==> src/rtl/ph_packetizer.sv <==
// Pulse-height packetizer: buffers 16-bit results in a small FIFO and streams
// HEADER/SEQ/MSB/LSB byte packets; define PH_PACKETIZER_CHECKSUM_EN to append an XOR checksum byte.
module ph_packetizer #(
  parameter int unsigned DEPTH  = 4,
  parameter logic [7:0]  HEADER = 8'hA5
) (
  input  logic        clk,
  input  logic        reset_n,
  input  logic        ph_valid,
  input  logic [15:0] ph_data,
  input  logic        tx_ready,
  output logic        tx_valid,
  output logic [7:0]  tx_data,
  input  logic        ovf_clr,
  output logic        overflow,
  output logic [7:0]  drop_count,
  output logic        busy
);

  localparam int unsigned AW = (DEPTH > 1) ? $clog2(DEPTH) : 1;

`ifdef PH_PACKETIZER_CHECKSUM_EN
  typedef enum logic [2:0] {S_IDLE, S_HDR, S_SEQ, S_MSB, S_LSB, S_CKS} state_t;
`else
  typedef enum logic [2:0] {S_IDLE, S_HDR, S_SEQ, S_MSB, S_LSB} state_t;
`endif

  state_t      r_state;
  logic [15:0] r_mem [DEPTH];
  logic [AW:0] r_wptr;
  logic [AW:0] r_rptr;
  logic [15:0] r_ph;
  logic [7:0]  r_seq;
  logic        r_tx_valid;
  logic [7:0]  r_tx_data;
  logic        r_overflow;
  logic [7:0]  r_drop_count;

  logic        w_empty;
  logic        w_full;
  logic        w_xfer;
  logic        w_last;
  logic        w_done;
  logic        w_pop;
  logic        w_push;
  logic        w_drop;
  logic [15:0] w_head;

  assign w_empty = (r_wptr == r_rptr);
  assign w_full  = (r_wptr[AW] != r_rptr[AW]) && (r_wptr[AW-1:0] == r_rptr[AW-1:0]);
  assign w_head  = r_mem[r_rptr[AW-1:0]];
  assign w_xfer  = r_tx_valid && tx_ready;
`ifdef PH_PACKETIZER_CHECKSUM_EN
  assign w_last  = (r_state == S_CKS);
`else
  assign w_last  = (r_state == S_LSB);
`endif
  assign w_done  = w_last && w_xfer;
  // The head entry is latched whenever the FSM is about to start a packet.
  assign w_pop   = !w_empty && ((r_state == S_IDLE) || w_done);
  assign w_push  = ph_valid && (!w_full || w_pop);
  assign w_drop  = ph_valid && w_full && !w_pop;

  assign tx_valid   = r_tx_valid;
  assign tx_data    = r_tx_data;
  assign overflow   = r_overflow;
  assign drop_count = r_drop_count;
  assign busy       = !w_empty || (r_state != S_IDLE);

  always_ff @(posedge clk) begin
    if (w_push) r_mem[r_wptr[AW-1:0]] <= ph_data;
  end

  always_ff @(posedge clk or negedge reset_n) begin
    if (!reset_n) begin
      r_wptr <= '0;
      r_rptr <= '0;
    end else begin
      if (w_push) r_wptr <= r_wptr + 1'b1;
      if (w_pop)  r_rptr <= r_rptr + 1'b1;
    end
  end

  always_ff @(posedge clk or negedge reset_n) begin
    if (!reset_n) begin
      r_overflow   <= 1'b0;
      r_drop_count <= '0;
    end else if (w_drop) begin
      r_overflow   <= 1'b1;
      r_drop_count <= ovf_clr ? 8'd1 :
                      (r_drop_count == 8'hFF) ? 8'hFF : r_drop_count + 8'd1;
    end else if (ovf_clr) begin
      r_overflow   <= 1'b0;
      r_drop_count <= '0;
    end
  end

  always_ff @(posedge clk or negedge reset_n) begin
    if (!reset_n) begin
      r_state    <= S_IDLE;
      r_ph       <= '0;
      r_seq      <= '0;
      r_tx_valid <= 1'b0;
      r_tx_data  <= '0;
    end else if (w_done) begin
      r_seq <= r_seq + 8'd1;
      if (!w_empty) begin
        r_ph      <= w_head;
        r_state   <= S_HDR;
        r_tx_data <= HEADER;
      end else begin
        r_state    <= S_IDLE;
        r_tx_valid <= 1'b0;
        r_tx_data  <= '0;
      end
    end else begin
      case (r_state)
        S_IDLE: if (!w_empty) begin
          r_ph       <= w_head;
          r_state    <= S_HDR;
          r_tx_valid <= 1'b1;
          r_tx_data  <= HEADER;
        end
        S_HDR: if (w_xfer) begin
          r_state   <= S_SEQ;
          r_tx_data <= r_seq;
        end
        S_SEQ: if (w_xfer) begin
          r_state   <= S_MSB;
          r_tx_data <= r_ph[15:8];
        end
        S_MSB: if (w_xfer) begin
          r_state   <= S_LSB;
          r_tx_data <= r_ph[7:0];
        end
`ifdef PH_PACKETIZER_CHECKSUM_EN
        S_LSB: if (w_xfer) begin
          r_state   <= S_CKS;
          r_tx_data <= r_seq ^ r_ph[15:8] ^ r_ph[7:0];
        end
`endif
        default: ;
      endcase
    end
  end

endmodule

==> config.mk <==
export PLATFORM = sky130hd
export DESIGN_NAME = ph_packetizer
export DESIGN_NICKNAME = d
export VERILOG_FILES = /design/src/rtl/ph_packetizer.sv
export SDC_FILE = /design/constraint.sdc
export NUM_CORES = 1
export LEC_CHECK = 0
export ABC_AREA = 1
export BUFFER_PORTS_ARGS = -buffer_cell sky130_fd_sc_hd__clkbuf_2
export CAP_MARGIN = 20
export CORE_MARGIN = 1
export CORE_UTILIZATION = 59
export DETAILED_ROUTE_END_ITERATION = 7
export PLACE_DENSITY = 0.84
export REMOVE_ABC_BUFFERS = 1
export SLEW_MARGIN = 20
export SYNTH_ARGS = -nofsm -noshare
export SYNTH_HDL_FRONTEND = slang
export SYNTH_SLANG_ARGS = --single-unit
==> constraint.sdc <==
create_clock -name clk -period 2.4 [get_ports clk]
set_input_delay 0.6 -clock clk [delete_from_list [all_inputs] [get_ports clk]]
set_output_delay 0.6 -clock clk [all_outputs]
set_load 0.02 [all_outputs]
Word-level counts from Yosys, hierarchy flattened
Memories as Yosys holds them, arrays and structs flattened.
Cells that the tools add are included.
{"block": "word_totals", "register_bits": 51, "ram_bits": 64, "input_bits": 21, "out_inout_bits": 19, "word_cells": 77, "memories": 1}
{"name": "r_mem", "words": 4, "width": 16, "read_ports": 1, "rd_ports_with_merged_regs": 0, "write_ports": 1, "line": "29", "rtl": "logic [15:0] r_mem [DEPTH];"}
{"block": "classes", "n_addsub": 4, "eq_ne": 14, "n_mux": 29, "n_reduce_logical": 20}
{"cell": "8-bit 2-to-1 mux", "count": 10}
{"cell": "16-bit 2-to-1 mux", "count": 3}
{"cell": "8-bit one-hot mux with 4 select lines", "count": 1}
{"cell": "8-bit by 1-bit adder with 8-bit output (second input constant)", "count": 2}
{"cell": "3-bit 2-to-1 mux", "count": 5}
{"cell": "3-bit inequality test (second input constant)", "count": 4}
{"cell": "3-bit one-hot mux with 4 select lines", "count": 1}
{"cell": "1-bit 2-to-1 mux", "count": 9}
{"cell": "8-bit equality test (second input constant)", "count": 1}
{"cell": "1-bit logical AND", "count": 7}
{"cell": "3-bit by 1-bit adder with 3-bit output (second input constant)", "count": 2}
{"cell": "3-bit by 2-bit equality test with 1-bit output (second input constant)", "count": 2}
{"cell": "5-bit AND reduction", "count": 1}
{"cell": "5-bit nonzero test", "count": 1}
{"cell": "2-bit nonzero test", "count": 2}
{"cell": "3-bit by 1-bit equality test with 1-bit output (second input constant)", "count": 1}
{"cell": "3-bit equality test", "count": 1}
{"cell": "3-bit equality test (second input constant)", "count": 1}
{"cell": "1-bit zero test", "count": 3}
{"cell": "3-bit zero test", "count": 1}
{"cell": "1-bit logical OR", "count": 3}
{"cell": "3-bit AND reduction", "count": 1}
{"cell": "3-bit nonzero test", "count": 1}
{"cell": "2-bit equality test", "count": 1}
{"cell": "other kinds (3)", "count": 3}

Longest topological paths before layout
Gate-level depths: netlist of run 1.
{"block": "logic_depth", "depth_word": 8, "mapped_depth": 12, "ltp_nobuf": 11}

Worst setup path after synthesis of run 1
OpenSTA, ideal clock, no wires.
{"block": "synth_path", "path_kind": "input to register", "startpoint": "input port tx_ready", "endpoint": "memory r_mem[0][0], enable pin", "setup_ns": 0.389, "arrival_time_ns": 1.769, "required_ns": 2.011, "slack_ns": 0.242, "path_stages": 4, "n_path_buf": 0, "path_cell_list": "nand2_1 > a21oi_4 > o21ai_2 > nor2_1"}
{"block": "synth_between", "elab_chain_len": 8}
{"item": "start: declaration", "line": "11", "rtl": "input logic tx_ready,"}
{"item": "1-bit logical AND", "line": "52", "rtl": "assign w_xfer = r_tx_valid && tx_ready;"}
{"item": "1-bit logical AND", "line": "58", "rtl": "assign w_done = w_last && w_xfer;"}
{"item": "1-bit logical OR", "line": "60", "rtl": "assign w_pop = !w_empty && ((r_state == S_IDLE) || w_done);"}
{"item": "1-bit logical AND", "line": "60"}
{"item": "1-bit logical OR", "line": "61", "rtl": "assign w_push = ph_valid && (!w_full || w_pop);"}
{"item": "1-bit logical AND", "line": "61"}
{"item": "1-bit 2-to-1 mux", "line": "71", "rtl": "if (w_push) r_mem[r_wptr[AW-1:0]] <= ph_data;"}
{"item": "1-bit 2-to-1 mux (implied by the code)", "line": "71"}
{"item": "end: declaration", "line": "29"}
No other way between the ends.

Worst setup path in the final report of run 1
{"block": "layout_path", "startpoint": "register r_wptr[0]", "endpoint": "output port busy"}
{"block": "layout_between", "elab_chain_len": 3}
{"item": "start: declaration", "line": "30", "rtl": "logic [AW:0] r_wptr;"}
{"item": "start signal: assignment", "line": "79", "rtl": "if (w_push) r_wptr <= r_wptr + 1'b1;"}
{"item": "3-bit equality test", "line": "49", "rtl": "assign w_empty = (r_wptr == r_rptr);"}
{"item": "1-bit zero test"}
{"item": "1-bit logical OR", "line": "68", "rtl": "assign busy = !w_empty || (r_state != S_IDLE);"}
{"item": "end: declaration", "line": "17", "rtl": "output logic busy"}
No other way between the ends.

==> results.sh, run 1 <==
export IMPL_layout_commonest_cell="nand2_1"
export IMPL_grt_max_degree=34
export IMPL_swShare_pct=26.3
export IMPL_min_period_over_period_pct=95.5
export IMPL_final_cell_area_um2=5960
export IMPL_synth_cell_types=32
export IMPL_nets=586
export IMPL_dpl_cell_area_um2=5380
export IMPL_grt_pass1_vias=3551
export IMPL_max_slew_margin_rel_pct=54.1
export IMPL_wl_per_cell_um=15.3
export IMPL_critPathRequiredTime_ns=1.80
export IMPL_diodes=0
export IMPL_timing_final_crit_period_ns=2.29
export IMPL_worstMarginPinSlew_ns=0.688
export IMPL_power_frac_clock_pct=45.8
export IMPL_p_sw_uw=1390
export IMPL_p_seq_share_pct=45.5
export IMPL_boundaryPins=40
export IMPL_place_inst=642
export IMPL_core_area_um2=8260
export IMPL_ir_worst_vdd_v=0.000535
export IMPL_drv_slew=0
export IMPL_synth_seq_cells=115
export IMPL_gp_congestion=0.798
export IMPL_overflow=0
export IMPL_end_kind="output port"
export IMPL_crit_path_start_kind="flip-flop"
export IMPL_antenna_found_initial=0
export IMPL_rsz0062_at_grt="false"
export IMPL_drc=0
export IMPL_wl_mm=10.4
export IMPL_syn_inst=503
export IMPL_cts_tree="done"
export IMPL_hold_viol=0
export IMPL_hpwl_mm=6.39
export IMPL_fin_tns_setup_ns=0
export IMPL_cap_violations=0
export IMPL_cts_buffers=17
export IMPL_dieArea_um2=8950
export IMPL_finClkSkew_ns=0.00925
export IMPL_hold_class="input port to async pin"
export IMPL_syn2layout_area_growth_pct=17.9
export IMPL_worst_path_max_fanout=5
export IMPL_cellPowerDensity_nw_per_um2=887
export IMPL_setup_viol=0
export IMPL_drtIter0Drc=212
export IMPL_syn_avg_cell_area_um2=10.1
export IMPL_floorplan_initialDensity_pct=61.3
export IMPL_fp_dieW_um=94.6
export IMPL_vias=3715
export IMPL_ys_seq_area_share_pct=63.2
export IMPL_grt_total_usage_pct=25.9
export IMPL_leakage_uw=0.00266
export IMPL_p_int_uw=3900
export IMPL_power_uw=5290
export IMPL_clockBufferDepth=2
export IMPL_fmax_mhz=436
export IMPL_io_buffers=39
export IMPL_stdcell_count=675
export IMPL_grt_pass1_wl_mm=17.0
export IMPL_drive_gt1_share_pct=18.4
export IMPL_viasPerCell=5.50
export IMPL_rows=33
export IMPL_root_buffer="clkbuf_8"
export IMPL_die_height_um=94.6
export IMPL_clk_latency_ns=0.53
export IMPL_ys_warnings_count=0
export IMPL_synthesis_area_um2=5060
export IMPL_critPathKind="flip-flop to output port"
export IMPL_cts_max_level=4
export IMPL_ant_nets=0
export IMPL_crit_arrival_ns=1.69
export IMPL_layout_common_cells="nand2_1, edfxtp_1, nor2_1"
export IMPL_outcome="complete, no violations"
export IMPL_fin_hold_ws_ns=0.107
export IMPL_path_clk_slew_ns=0.06
export IMPL_cts_num_sinks=115
export IMPL_dr_pass1_iters=6
export IMPL_combinationalPowerShare_pct=8.7
-- final timing paths --
| path | startpoint | end | slack (ns) | cells after the start |
|---|---|---|---|---|
| setup / recovery | r_wptr[0] | busy | 0.11 | 7 |
| hold / removal | reset_n | r_wptr[1] | 0.11 | 1 |
| setup reg to reg | r_wptr[0] | tx_data[2] | 0.42 | 11 |
| hold reg to reg | r_seq[7] | r_seq[7] | 0.48 | 1 |
| max in group asynchronous | reset_n | tx_data[3] | 1.62 | 2 |
| min in group clk | ph_data[5] | r_mem[1][5] | 0.29 | 1 |
-- kinds of logic after synthesis --
kind of cell | synth area share (%)
AOI/OAI and AO/OA | 8.31
DFF | 63.2
and+or+nand+nor | 20.1
buffers and inverters | 4.50
adders and majority gates | 1.98
xor gates and xnor gates | 1.90
-- power groups by stage --
stage / Sequential (uW) / Clock, uW / Combinational, uW
after floorplan: 2430 / 0 / 272
after global placement: 2430 / 0 / 432
after detailed placement: 2440 / 0 / 451
after CTS: 2400 / 2450 / 456
after global routing: 2420 / 2530 / 523
final: 2410 / 2420 / 461
-- cell usage after synthesis --
library cell | instances | share of area, %
nand3b_1 | 4 | 0.59
inv_4 | 1 | 0.12
edfxtp_1 | 64 | 38
nand2_2 | 1 | 0.12
clkbuf_1 | 9 | 0.67
clkinv_1 | 1 | 0.074
o22ai_1 | 16 | 2.0
inv_1 | 30 | 2.2
nand4_1 | 1 | 0.12
a21oi_1 | 8 | 0.79
o21ai_1 | 10 | 0.99
a21boi_0 | 2 | 0.30
nand3_1 | 26 | 2.6
nor3_1 | 2 | 0.20
nor2_4 | 1 | 0.22
nand2_1 | 139 | 10
xor2_1 | 5 | 0.87
buf_4 | 2 | 0.30
xnor2_1 | 6 | 1.0
nand2_4 | 1 | 0.22
o21ai_2 | 1 | 0.17
nand3_2 | 5 | 0.99
inv_2 | 5 | 0.37
buf_6 | 2 | 0.45
nor2_1 | 56 | 4.2
o21ai_0 | 38 | 3.8
buf_2 | 3 | 0.30
nor2_2 | 3 | 0.37
a21oi_4 | 1 | 0.32
ha_1 | 8 | 2.0
dfrtp_1 | 51 | 25
nor3_2 | 1 | 0.20
-- worst max-delay path, cell delays in order, from the launching register on --
cell	delay (ns)
dfrtp_2	0.44
inv_2	0.10
nand2_1	0.06
nand2_1	0.09
nand3_2	0.13
inv_1	0.10
nand3_1	0.08
buf_2	0.17
-- registers in the layout, summed over array words and instances, names as in the netlist --
name,count
r_wptr,3
overflow,1
tx_valid,1
tx_data,8
r_state,3
r_seq,8
r_ph,16
r_mem,64
drop_count,8
r_rptr,3
-- final cells by class --
class	count	area [um2]
fill	567	2300
multi-input combinational	335	1630
tap	105	131
clock inverter	15	158
clock buffer	17	414
inverter	37	141
timing repair buffer	51	285
sequential	115	3200
-- metal layers --
layer	wire, um	GRT usage [%]	vias up
li1	-	-	1791
met1	4400	33.6	1766
met2	5210	41.2	146
met3	614	6.52	12
met4	126	11.9	0
met5	0	0	-
-- stage by stage --
step,utilization [%],setup WS (ns)
after CTS,72.1,0.0315
final,72.2,0.109
after global routing,72.2,0.00379
after global placement,65.2,0.469
after detailed placement,65.2,0.375
after floorplan,-,-0.118
-- repair_timing --
action / CTS / global route
resized for setup: 0 / 3
hold buffers: 0 / 0
setup buffers: 0 / 1
setup endpoints to repair: 0 / 1
Power figures use the tool's default switching activity.
==> run 2: changes to the inputs <==
--- a/config.mk
+++ b/config.mk
@@ -5,7 +5,6 @@
 export SDC_FILE = /design/constraint.sdc
 export NUM_CORES = 1
 export LEC_CHECK = 0
-export ABC_AREA = 1
 export BUFFER_PORTS_ARGS = -buffer_cell sky130_fd_sc_hd__clkbuf_2
 export CAP_MARGIN = 20
 export CORE_MARGIN = 1
@@ -13,7 +12,6 @@
 export DETAILED_ROUTE_END_ITERATION = 7
 export PLACE_DENSITY = 0.84
 export REMOVE_ABC_BUFFERS = 1
-export SLEW_MARGIN = 20
 export SYNTH_ARGS = -nofsm -noshare
 export SYNTH_HDL_FRONTEND = slang
 export SYNTH_SLANG_ARGS = --single-unit
==> results.sh, run 2 <==
export IMPL_outcome="complete, no violations"
export IMPL_ir_worst_vdd_v=0.000975
export IMPL_grt_pass1_wl_mm=15.0
export IMPL_viasPerCell=5.84
export IMPL_synth_largest_area_cell="edfxtp_1"
export IMPL_cts_buffers=17
export IMPL_die_height_um=92.6
export IMPL_fin_tns_setup_ns=0
export IMPL_dieArea_um2=8580
export IMPL_path_clk_slew_ns=0.06
export IMPL_clk_latency_ns=0.52
export IMPL_cp_slowest_cell="dfrtp_2"
export IMPL_ys_async_sr_fraction_pct=44.3
export IMPL_synthTopCellsByArea="edfxtp_1, dfrtp_1, mux4_2"
export IMPL_critPathKind="flip-flop to output port"
export IMPL_nets=404
export IMPL_end_kind="output port"
export IMPL_ant_nets=0
export IMPL_r2r_setup_slack_ns=0.24
export IMPL_grt_pass1_vias=2900
export IMPL_root_buffer="clkbuf_8"
export IMPL_dr_pass1_iters=4
export IMPL_min_period_over_period_pct=99.0
export IMPL_crit_arrival_ns=1.78
export IMPL_met1_length_mm=4.04
export IMPL_place_inst=452
export IMPL_synth_seq_cells=115
export IMPL_max_slew_margin_rel_pct=57.7
export IMPL_drc=0
export IMPL_met3_length_um=383
export IMPL_dpl_cell_area_um2=5240
export IMPL_critPathRequiredTime_ns=1.80
export IMPL_finClkSkew_ns=0.00753
export IMPL_ys_seq_area_share_pct=66.0
export IMPL_syn_inst=310
export IMPL_largest_reg_flops=64
export IMPL_dpl_worst_slack_ns=0.114
export IMPL_cap_violations=0
export IMPL_final_cell_area_um2=5920
export IMPL_setup_ws_ns=0.0247
export IMPL_yosys_top_cells_count="edfxtp_1, dfrtp_1, mux2_2"
export IMPL_synth_cell_types=40
export IMPL_hold_class="input port to async pin"
export IMPL_layout_commonest_cell="edfxtp_1"
export IMPL_fin_util_pct=75.5
export IMPL_wl_per_cell_um=18.8
export IMPL_vias=2864
export IMPL_drive_gt1_share_pct=35.6
export IMPL_crit_chain="xnor2_2 -> nand3_2 -> or3_4 -> buf_6"
export IMPL_cts_tree="done"
export IMPL_gp_congestion=0.822
export IMPL_drv_slew=0
export IMPL_worst_path_max_fanout=3
export IMPL_synth_most_common_cell="edfxtp_1"
export IMPL_core_area_um2=7850
export IMPL_worstMarginPinSlew_ns=0.635
export IMPL_slowest_delay_ns=0.44
export IMPL_cts_max_level=4
export IMPL_diodes=0
export IMPL_synthesis_area_um2=4850
export IMPL_reg2reg_depth=10
export IMPL_io_buffers=39
export IMPL_dr_max_layer_used="met4"
export IMPL_synth_edff_count=64
export IMPL_reg2reg_to="tx_data[3]"
export IMPL_floorplan_initialDensity_pct=61.8
export IMPL_overflow=0
export IMPL_setup_viol=0
export IMPL_drtIter0Drc=170
export IMPL_antenna_found_initial=0
export IMPL_fmax_mhz=421
export IMPL_layout_common_cells="edfxtp_1, dfrtp_1, clkbuf_2"
export IMPL_yosysTopAreaCellShare_pct=39.7
export IMPL_crit_path_start_kind="flip-flop"
export IMPL_hpwl_mm=5.39
export IMPL_grt_total_usage_pct=24.3
export IMPL_rr_startpoint="r_rptr[2]"
export IMPL_cellPowerDensity_nw_per_um2=1320
export IMPL_stdcell_count=490
export IMPL_hold_viol=0
export IMPL_ys_warnings_count=0
export IMPL_cts_num_sinks=115
export IMPL_fp_dieW_um=92.6
export IMPL_cp_top_family="simple AND/OR/NAND/NOR gates"
export IMPL_fillers=453
export IMPL_clockBufferDepth=2
export IMPL_rows=32
export IMPL_grt_max_degree=52
export IMPL_leakage_uw=0.00239
export IMPL_synth_flop_cell="edfxtp_1"
export IMPL_boundaryPins=40
export IMPL_wl_mm=9.22
export IMPL_timing_final_crit_period_ns=2.38
export IMPL_path_buf_inv=1
export IMPL_syn2layout_area_growth_pct=22.2
export IMPL_syn_avg_cell_area_um2=15.6
export IMPL_wl_met2_mm=4.67
[run 2: changes by cell type in the layout (fill, tap and decap cells not counted), moves of 18 or more]
cell and delta:
nand3_1 -18, mux2_2 +19, nor2_1 -49, inv_1 -21, nand2_1 -122, o21ai_0 -29
[run 2: final cells by class]
type / instances / area, um2 / share of cell area [%]
multi-input cells: 173 / 1570 / 26.5
flip-flops and latches: 115 / 3200 / 54.1
well taps: 102 / 128 / 2.15
clock inverters: 14 / 176 / 2.98
clock buffers: 18 / 418 / 7.06
repair buffers: 60 / 397 / 6.70
inverters: 8 / 30.0 / 0.507
[run 2: where the power goes]
part | leakage, uW | internal, uW | switching [uW] | total, uW
clock | 0.000287 | 1590 | 900 | 2490
combinational | 0.000877 | 1130 | 1200 | 2320
sequential | 0.00122 | 2690 | 325 | 3010
[run 2: worst max path at each step]
| stage | start | end | slack, ns | cells after the start |
|---|---|---|---|---|
| 2_1_floorplan | r_rptr[0] | r_mem[3][0] | -0.28 | 3 |
| 3_3_place_gp | tx_ready | tx_data[1] | 0.21 | 9 |
| 3_5_place_dp | tx_ready | tx_data[3] | 0.11 | 9 |
| 4_1_cts | r_state[1] | busy | 0.005 | 3 |
| 5_1_grt | r_rptr[2] | busy | -0.04 | 4 |
| 6_report | r_rptr[2] | busy | 0.02 | 4 |
[run 2: repair_timing]
action | CTS | global route
hold buffers | 0 | 0
endpoints found under the setup margin | 1 | 1
resized for setup | 7 | 6
setup buffers | 4 | 2
pin swaps | 4 | 4
[run 2: worst register-to-register path: cells and delay by family (launching register included)]
family | cells | cell delay [ns]
AO/OA/AOI/OAI | 2 | 0.32
XOR/XNOR | 1 | 0.22
adder cells (fa/ha/maj) | 1 | 0.12
buffers and inverters | 3 | 0.32
flip-flops | 1 | 0.44
AND/OR/NAND/NOR | 3 | 0.65
[run 2: per-layer routing]
metal / vias to the layer above / GRT usage [%]
li1: 1318 / -
met4: 0 / 9.49
met5: - / 0
met2: 83 / 38.7
met1: 1449 / 31.1
met3: 14 / 7.96
[run 2: kinds of logic (layout without fill, tap and decap cells)]
kind of cell / after synthesis / after routing / share of synthesized area, %
compound gates: 43 / 43 / 6.66
fa+ha+maj: 8 / 8 / 2.07
mux: 43 / 43 / 13.5
buf+inv: 22 / 100 / 2.30
xor+xnor: 16 / 16 / 2.89
flops: 115 / 115 / 66.0
simple gates: 63 / 63 / 6.58
[run 2: per-stage QoR]
| stage | power, uW | hold slack (ns) |
|---|---|---|
| after CTS | 7810 | 0.207 |
| after detailed placement | 5110 | 0.455 |
| after global routing | 8210 | 0.243 |
| after floorplan | 4370 | 0.304 |
| after global placement | 5000 | 0.454 |
| final | 7830 | 0.190 |
